File: src/rtl/sram_owner_ctrl.sv
// sram_owner_ctrl: hands SRAM ownership between the SOPC master and the test runner with drain gaps, a minimum SOPC slot and starvation flagging.
module sram_owner_ctrl #(
    parameter int DRAIN_CYCLES  = 3,
    parameter int SOPC_MIN_SLOT = 8,
    parameter int STARVE_LIMIT  = 1024
) (
    input  logic        clock,
    input  logic        reset_n,
    input  logic        sopc_read,
    input  logic        sopc_write,
    input  logic        tr_req,
    input  logic        tr_read,
    input  logic        tr_write,
    output logic        sel,
    output logic        sopc_stall,
    output logic        tr_gnt,
    output logic        sopc_starved,
    output logic [15:0] grant_count
);
    localparam int SW  = SOPC_MIN_SLOT > 0 ? $clog2(SOPC_MIN_SLOT + 1) : 1;
    localparam int STW = $clog2(STARVE_LIMIT + 1);

    typedef enum logic [1:0] {SOPC, DRAIN_TO_TR, TR, DRAIN_TO_SOPC} state_t;

    state_t         state, state_nxt;
    logic [3:0]     drain_cnt, drain_nxt;
    logic [SW-1:0]  slot_cnt, slot_nxt;
    logic [STW-1:0] starve_cnt, starve_nxt;
    logic           sopc_busy, tr_busy;

    assign sopc_busy = sopc_read | sopc_write;
    assign tr_busy   = tr_read | tr_write;

    always_comb begin
        state_nxt  = state;
        drain_nxt  = drain_cnt;
        slot_nxt   = slot_cnt;
        starve_nxt = (sopc_stall && sopc_busy) ?
                     (starve_cnt == STW'(STARVE_LIMIT) ? starve_cnt : starve_cnt + STW'(1)) : '0;
        case (state)
            SOPC: begin
                slot_nxt = slot_cnt != '0 ? slot_cnt - SW'(1) : slot_cnt;
                if (tr_req && !sopc_busy && slot_cnt == '0) begin
                    state_nxt = DRAIN_TO_TR;
                    drain_nxt = 4'(DRAIN_CYCLES);
                end
            end
            DRAIN_TO_TR: begin
                if (!tr_req)
                    state_nxt = SOPC;
                else if (drain_cnt == 4'd1)
                    state_nxt = TR;
                else
                    drain_nxt = drain_cnt - 4'd1;
            end
            TR: begin
                if (!tr_req && !tr_busy) begin
                    state_nxt = DRAIN_TO_SOPC;
                    drain_nxt = 4'(DRAIN_CYCLES);
                end
            end
            DRAIN_TO_SOPC: begin
                // a stray runner strobe restarts the gap so sel never flips right behind it
                if (tr_busy)
                    drain_nxt = 4'(DRAIN_CYCLES);
                else if (drain_cnt == 4'd1) begin
                    state_nxt = SOPC;
                    slot_nxt  = SW'(SOPC_MIN_SLOT);
                end else
                    drain_nxt = drain_cnt - 4'd1;
            end
            default: state_nxt = SOPC;
        endcase
    end

    always_ff @(posedge clock or negedge reset_n) begin
        if (!reset_n) begin
            state        <= SOPC;
            drain_cnt    <= '0;
            slot_cnt     <= '0;
            starve_cnt   <= '0;
            sel          <= 1'b0;
            sopc_stall   <= 1'b0;
            tr_gnt       <= 1'b0;
            sopc_starved <= 1'b0;
            grant_count  <= '0;
        end else begin
            state        <= state_nxt;
            drain_cnt    <= drain_nxt;
            slot_cnt     <= slot_nxt;
            starve_cnt   <= starve_nxt;
            sel          <= state_nxt inside {TR, DRAIN_TO_SOPC};
            sopc_stall   <= state_nxt != SOPC;
            tr_gnt       <= state_nxt == TR;
            sopc_starved <= state_nxt != SOPC && (sopc_starved || starve_nxt == STW'(STARVE_LIMIT));
            if (state_nxt == TR && state != TR && grant_count != 16'hFFFF)
                grant_count <= grant_count + 16'd1;
        end
    end
endmodule
File: config.mk
export PLATFORM = sky130hd
export DESIGN_NAME = sram_owner_ctrl
export DESIGN_NICKNAME = d
export VERILOG_FILES = /design/src/rtl/sram_owner_ctrl.sv
export SDC_FILE = /design/constraint.sdc
export NUM_CORES = 1
export LEC_CHECK = 0
export CELL_PAD_IN_SITES_DETAIL_PLACEMENT = 1
export CELL_PAD_IN_SITES_GLOBAL_PLACEMENT = 1
export CORE_MARGIN = 4
export CORE_UTILIZATION = 30
export CTS_CLUSTER_SIZE = 14
export DETAILED_ROUTE_END_ITERATION = 7
export DONT_BUFFER_PORTS = 1
export PLACE_DENSITY = 0.51
export RECOVER_POWER = 25
export SYNTH_ARGS = -nofsm -noshare
export SYNTH_HDL_FRONTEND = slang
export SYNTH_SLANG_ARGS = --single-unit
export TNS_END_PERCENT = 30
File: constraint.sdc
create_clock -name clock -period 2.5 [get_ports clock]
set_clock_uncertainty 0.15 [all_clocks]
set_input_delay 0.25 -clock clock [delete_from_list [all_inputs] [get_ports clock]]
set_output_delay 0.25 -clock clock [all_outputs]
set_load 0.01 [all_outputs]
# == Yosys cells after proc, flatten, opt, wreduce, memory -nomap -nowiden ==
# Index checks and enable logic that the tools add are counted.
# classes
n_addsub,4
eq_ne,16
muxes,19
n_bitwise,2
n_reduce_logical,19
# op_table
operator,count
$mux W4,8
$eq A11 B11 Y1 const B,2
$mux W11,2
$add A16 B1 Y16 const B,1
$ne A16 B16 Y1 const B,1
$pmux W4 S4,1
$ne A2 B2 Y1 const B,7
$mux W2,6
$add A11 B1 Y11 const B,1
$eq A2 B2 Y1 const B,4
$pmux W2 S4,1
$pmux W4 S2,1
$sub A4 B1 Y4 const B,2
$logic_and A1 B1 Y1,7
$reduce_bool A2 Y1,3
$eq A4 B1 Y1 const B,1
$logic_not A4 Y1,1
$reduce_and A4 Y1,1
$reduce_bool A4 Y1,1
$logic_not A1 Y1,3
$reduce_and A3 Y1,1
$eq A2 B1 Y1 const B,1
$logic_not A2 Y1,1
$or A1 B1 Y1,2
$logic_or A1 B1 Y1,1
# totals
regBits,41
output_inout_bits,20
word_cells,69

# == Depth between registers and ports, before layout ==
# Gate-level depths: netlist of the first run.
# depth
word_depth,9
mapped_depth,8

# == Worst setup path before layout of the first run ==
# Ideal clock, no wire load.
# synth_path
kind,flip-flop to flip-flop
startpoint,register drain_cnt[1]
endpoint,register grant_count[7]
setup_ps,79
arrival_ps,1837
t_required_ps,2271
path_slack_ps,433
stages_incl_launch_ff,8
n_path_buf,0
period_less_slack_ps,2067
path_cell_list,dfrtp_1 -> inv_1 -> ha_1 -> nand4bb_4 -> or4_4 -> a41o_4 -> nor3_4 -> xor2_1
# synth_via
elab_chain_len,7
word_cells_on_any_way,9
classes_between,2 x eq/ne; 5 x mux; 2 x reduce/logical
# synth_rtl
element,line_no,rtl
start: declaration,26,"logic [3:0] drain_cnt, drain_nxt;"
start signal: assignment,89,drain_cnt <= drain_nxt;
$eq A4 B1 Y1 (*),"51, 66",
$mux W2 (on tied branches),"66, 51",
$mux W2 (on tied branches),"64, 49",
$pmux W2 S4 (*),40,case (state)
$eq A2 B2 Y1 (*),96,if (state_nxt == TR && state != TR && grant_count != 16'hFFFF)
$logic_and A1 B1 Y1 (*) (2 in a row),96,
end signal: assignment,97,grant_count <= grant_count + 16'd1;
end: declaration,18,output logic [15:0] grant_count
# Mark *: on every way between the ends. The rest lies on a longest branch, timed or not.
# A chain may end at the register's enable or synchronous reset.

# == Final worst setup path of the first run ==
# layout_path
startpoint,register grant_count[3]
endpoint,register grant_count[1]
# layout_via
elab_chain_len,2
# layout_rtl
element,line_no
$ne A16 B16 Y1,96
$logic_and A1 B1 Y1,96
# No other way between the ends.

==> results.toml, run 1 <==
[synthesis]
synthesis.area_um2 = 2220
ys.flop_type = "dfrtp_1"
ys_top_cells_by_area = "dfrtp_1, xnor2_1, xor2_1"
yosys.area.top_type = "dfrtp_1"
yosysSeqAreaShare = 0.452
synthSimpleGateAreaFrac = 0.241
synth_compound_area_frac = 0.133
synth_top_family_by_area = "simple AND/OR/NAND/NOR gates"
synth_commonest_cells = "dfrtp_1, nor2_1, nand2_1"
async_flop_share = 1.00
synth_nets = 238
synth_edf_count = 0
synth.distinct_cells = 47
synth_top_area_share = 0.452
ys_seq_elements = 40
synth.avg_cell_area_um2 = 9.85
synthCells = 225
synth.most_common_cell = "dfrtp_1"
synth_adder_area_share = 0.0339
synth_xor_area_frac = 0.0870
synthMuxAreaShare = 0.0248
ys_warn_count = 0

[sta]
final-hold-violation-count = 0
rsz0062_at_grt = "false"
timing.hold.ws_ps = 17.6
maxClockFrequency_ghz = 0.452
slew_headroom = 0.296
final.period_utilization = 0.885
tns_ps = 0
setup_viol = 0
final_max_slew_viol_count = 0
period_needed_ps = 2210
fin_ws_ps = 287
tightest_slew_ps = 1060

[worst_setup_path]
r2r_end = "grant_count[1]"
rr_startpoint = "grant_count[3]"
r2r_slack_ps = 290
crit_path_end_kind = "register"
worstSetupPathType = "reg -> reg"
cp_max_fo = 5
critPathLaunchType = "register"
arrival_ps = 2240
required_ps = 2530
ff2ff_path_depth = 5

[pwr]
power.density_nw_per_um2 = 802
combPwrFrac = 0.323
pwr-share-seq = 0.468
netSwitchingFraction = 0.371
internal-power_uw = 1240
ir_drop_uv = 207
power.total_uw = 1980
clock_power_share = 0.209
p_leak_uw = 0.00100
power_switching_uw = 734

[clock_tree]
ctsLongestPathBuffers = 2
clock-root-buffer = "clkbuf_8"
ctsHoldBuffers = 4
clock_latency_ps = 290
postCtsSetupRepairBufs = 0
ctsResizeCount = 0
cts.sinks = 40
cts_tree = "built"
cts_buffers = 5
cts.htree.levels = 2
clk_pin_slew_worst_paths_ps = 80

[grt]
grt_pass1_wl_mm = 9.18
grt_pass1_vias = 1919
grt_max_degree = 41
antenna_found_initial = 0
grt-ovfl-total = 0
grtUsageTotal = 0.131

[floorplanning]
core-area_um2 = 7210
dieArea_um2 = 8830
die_h_um = 93.9
initial_core_util = 0.307
row_count = 31
fp.dieW_um = 93.9
pin_count = 27

[detailed_routing]
wl_per_cell_um = 15.8
detail_route.wirelength_mm = 5.29
drcViolationCount = 0
ant_nets = 0
firstDrtPassIters = 4
drt_iter0_drc = 50
num_vias = 1721
via_per_inst = 5.14

[worst_hold_path]
hold_depth = 2
hp-class = "in -> reg"
hp-start = "tr_req"
hold_end = "state[0]"

[cells_and_area]
layout-drive-gt1-share = 0.106
utilization = 0.342
area_growth_syn_to_layout_pct = 11.3
nets = 249
n_antenna_cell = 0

[placed_design]
dp.final_hpwl_mm = 3.81
place.gp.congestion = 0.769
pre_cts_ws_ps = 283
numPortBuffers = 0

[outcome]
status = "finished clean"

[run]
maxCapViolations = 0
-- critical path, cell delays in order, from the launching register on --
cell and delay, ps:
dfrtp_1 460, and4_1 270, and4_1 250, and2_1 220
a41oi_1 370, mux2_2 380
-- state kept, by name (all words and copies together) (netlist names) --
name,flops
sopc_stall,1
slot_cnt,4
sopc_starved,1
grant_count,16
tr_gnt,1
state,1
sel,1
starve_cnt,11
drain_cnt,4
-- cell type report --
class,instances,area (um2)
clock inverter,1,5.00
inverter,11,41.3
tap,99,124
sequential,40,1000
clock buffer,6,72.6
fill,847,4750
timing repair buffer,9,72.6
multi-input combinational,169,1150
-- per-layer routing --
layer | global-route usage | vias up | wire length [um]
met4 | 0.0505 | 0 | 96
met2 | 0.200 | 34 | 2360
met3 | 0.0385 | 10 | 288
li1 | - | 834 | -
met1 | 0.173 | 843 | 2540
met5 | 0 | - | 0
-- logic make-up after synthesis --
| group | after synthesis |
|---|---|
| and+or+nand+nor | 93 |
| AOI/OAI and AO/OA | 43 |
| DFF | 40 |
| xor gates and xnor gates | 22 |
| buffers and inverters | 16 |
| adders and majority gates | 6 |
| muxes | 5 |
-- power groups by stage --
| stage | sequential [uW] | clock, uW | combinational [uW] |
|---|---|---|---|
| after detailed placement | 940 | 0 | 619 |
| final | 926 | 413 | 640 |
| after global placement | 939 | 0 | 613 |
| after global routing | 949 | 467 | 738 |
| after floorplan | 911 | 0 | 455 |
| after CTS | 928 | 442 | 656 |
-- how the worst max path moves through the flow --
stage / from / to / slack, ps / depth (start not counted)
2_1_floorplan: drain_cnt[1] / grant_count[7] / 430 / 7
3_3_place_gp: grant_count[3] / grant_count[1] / 260 / 5
3_5_place_dp: grant_count[3] / grant_count[1] / 280 / 5
4_1_cts: grant_count[3] / grant_count[1] / 270 / 5
5_1_grt: drain_cnt[1] / grant_count[5] / 130 / 7
6_report: grant_count[3] / grant_count[1] / 290 / 5
-- placed cells by master (no fill, tap or decap), types with 4 or more instances in the layout --
| cell type | Yosys | final |
|---|---|---|
| a21oi_1 | 9 | 9 |
| and3_1 | 4 | 4 |
| buf_4 | 1 | 5 |
| clkbuf_8 | 0 | 5 |
| dfrtp_1 | 40 | 40 |
| ha_1 | 6 | 6 |
| inv_1 | 11 | 11 |
| mux2_2 | 4 | 4 |
| nand2_1 | 16 | 16 |
| nand2b_1 | 4 | 4 |
| nand3_1 | 11 | 11 |
| nand4_1 | 6 | 6 |
| nor2_1 | 21 | 21 |
| nor3_1 | 6 | 6 |
| o21ai_0 | 11 | 11 |
| o31ai_1 | 4 | 4 |
| xnor2_1 | 12 | 12 |
| xor2_1 | 10 | 10 |
-- metrics by stage --
step                area [um2]  cells
floorplan                 2220    225
global placement          2350    324
detailed placement        2350    324
CTS                       2490    335
global route              2470    335
finish                    2470    335
(Power assumes the default switching activity.)
==> run 2, diff against run 1 <==
--- a/config.mk
+++ b/config.mk
@@ -7,12 +7,13 @@
 export LEC_CHECK = 0
 export CELL_PAD_IN_SITES_DETAIL_PLACEMENT = 1
 export CELL_PAD_IN_SITES_GLOBAL_PLACEMENT = 1
+export CORE_ASPECT_RATIO = 1.75
 export CORE_MARGIN = 4
 export CORE_UTILIZATION = 30
 export CTS_CLUSTER_SIZE = 14
 export DETAILED_ROUTE_END_ITERATION = 7
 export DONT_BUFFER_PORTS = 1
-export PLACE_DENSITY = 0.51
+export PLACE_DENSITY = 0.58
 export RECOVER_POWER = 25
 export SYNTH_ARGS = -nofsm -noshare
 export SYNTH_HDL_FRONTEND = slang
==> results.toml, run 2 (same netlist as run 1, synthesis figures left out) <==
[worst_setup_path]
crit_path_end_kind = "register"
worstSetupPathType = "reg -> reg"
arrival_ps = 2240
cp_cell_sequence = "inv_1 > ha_1 > nor3b_1 > a21oi_1 > o21ai_0 > o211ai_1 > o31ai_1"
critPathLaunchType = "register"
slowest_delay_ps = 410
required_ps = 2540
cp_max_fo = 4
crit_slowest_cell = "dfrtp_1"

[cells_and_area]
largest_register_ff_count = 16
area_growth_syn_to_layout_pct = 15.2
reg_top3 = "grant_count x16, starve_cnt x11"
regMostFlops = "grant_count"
n_antenna_cell = 0
layout_commonest_cell = "dfrtp_1"
layout-drive-gt1-share = 0.129
fin_area_um2 = 2550
ff_latch_area_um2 = 1000
n_fill_cell = 836
multi_input_area_um2 = 1150
nets = 253
mostFrequentLayoutCells = "dfrtp_1, nor2_1, nand2_1"

[floorplanning]
fp.dieW_um = 73.0
pin_count = 27
core-area_um2 = 7180
dieArea_um2 = 8880
die_h_um = 122
initial_core_util = 0.309
row_count = 41

[sta]
tns_ps = 0
fin_ws_ps = 293
timing.hold.ws_ps = 28.2
setup_viol = 0
maxClockFrequency_ghz = 0.453
final-hold-violation-count = 0
slew_headroom = 0.300
tightest_slew_ps = 1050
final_max_slew_viol_count = 0
period_needed_ps = 2210
rsz0062_at_grt = "false"
final.period_utilization = 0.883

[clock_tree]
cts.sinks = 40
cts.htree.levels = 2
clock-root-buffer = "clkbuf_16"
ctsLongestPathBuffers = 2
clk_pin_slew_worst_paths_ps = 60
postCtsSetupRepairBufs = 0
clock_latency_ps = 280
cts_tree = "built"
cts_buffers = 5

[pwr]
internal-power_uw = 1470
combPwrFrac = 0.309
p_leak_uw = 0.00106
ir_drop_uv = 349
clock_power_share = 0.287
pwr-share-seq = 0.404
netSwitchingFraction = 0.348
power.density_nw_per_um2 = 884
power_switching_uw = 786
power.total_uw = 2260

[worst_hold_path]
hp-class = "in -> reg"

[detailed_routing]
drt_iter0_drc = 43
drcViolationCount = 0
wl_per_cell_um = 17.4
ant_nets = 0
firstDrtPassIters = 4
num_vias = 1773
detail_route.wirelength_mm = 5.68
via_per_inst = 5.42

[grt]
antenna_found_initial = 0
grtUsageTotal = 0.141
grt_pass1_vias = 1952
grt_max_degree = 41
grt-ovfl-total = 0
grt_pass1_wl_mm = 9.56

[placed_design]
place.gp.congestion = 0.760
numPortBuffers = 0
placed_cell_area_um2 = 2370
dp.final_hpwl_mm = 4.46
pre_cts_ws_ps = 281

[run]
maxCapViolations = 0

[outcome]
status = "finished clean"
-- run 2: cell type report --
class | instances | share of cell area
multi-input combinational | 169 | 0.451
sequential | 40 | 0.392
clock buffer | 6 | 0.0544
tap | 86 | 0.0422
timing repair buffer | 13 | 0.0402
inverter | 11 | 0.0162
clock inverter | 2 | 0.00392
-- run 2: per-layer routing --
metal | vias up | part of all wire | wire, um | track usage
met5 | - | 0 | 0 | 0
met4 | 0 | 0.024 | 136 | 0.0589
met3 | 11 | 0.060 | 342 | 0.0413
met2 | 39 | 0.57 | 3250 | 0.262
met1 | 881 | 0.34 | 1950 | 0.140
li1 | 842 | - | - | -
-- run 2: through the flow --
stage,util,std cells
after global placement,0.330,315
after global routing,0.355,327
after CTS,0.359,327
final,0.355,327
after floorplan,-,225
after detailed placement,0.330,315
-- run 2: worst paths after layout --
| kind | from | to | slack [ps] | depth (start not counted) |
|---|---|---|---|---|
| setup / recovery | slot_cnt[0] | sopc_starved | 290 | 7 |
| hold / removal | tr_req | tr_gnt | 30 | 2 |
| setup reg to reg | slot_cnt[0] | sopc_starved | 290 | 7 |
| hold reg to reg | slot_cnt[3] | slot_cnt[3] | 380 | 2 |
| max in group asynchronous | reset_n | starve_cnt[10] | 1000 | 2 |
| min in group asynchronous | reset_n | starve_cnt[2] | 550 | 2 |
-- run 2: timing repair --
action,in CTS,in global routing
gates resized for setup,0,0
hold buffers,4,0
endpoints found under the hold margin,41,0
-- run 2: critical path, delay by kind of cell (launching register included) --
kind	cells	cell delay, ps
DFF	1	410
buffers and inverters	1	70
adders and majority gates	1	170
AOI/OAI and AO/OA	4	920
and+or+nand+nor	1	400
-- run 2: power groups by stage --
stage	logic [uW]	registers, uW	clock network, uW
6_report	698	912	647
5_1_grt	796	935	697
3_5_place_dp	683	928	0
3_3_place_gp	664	923	0
4_1_cts	722	918	666
2_1_floorplan	455	911	0
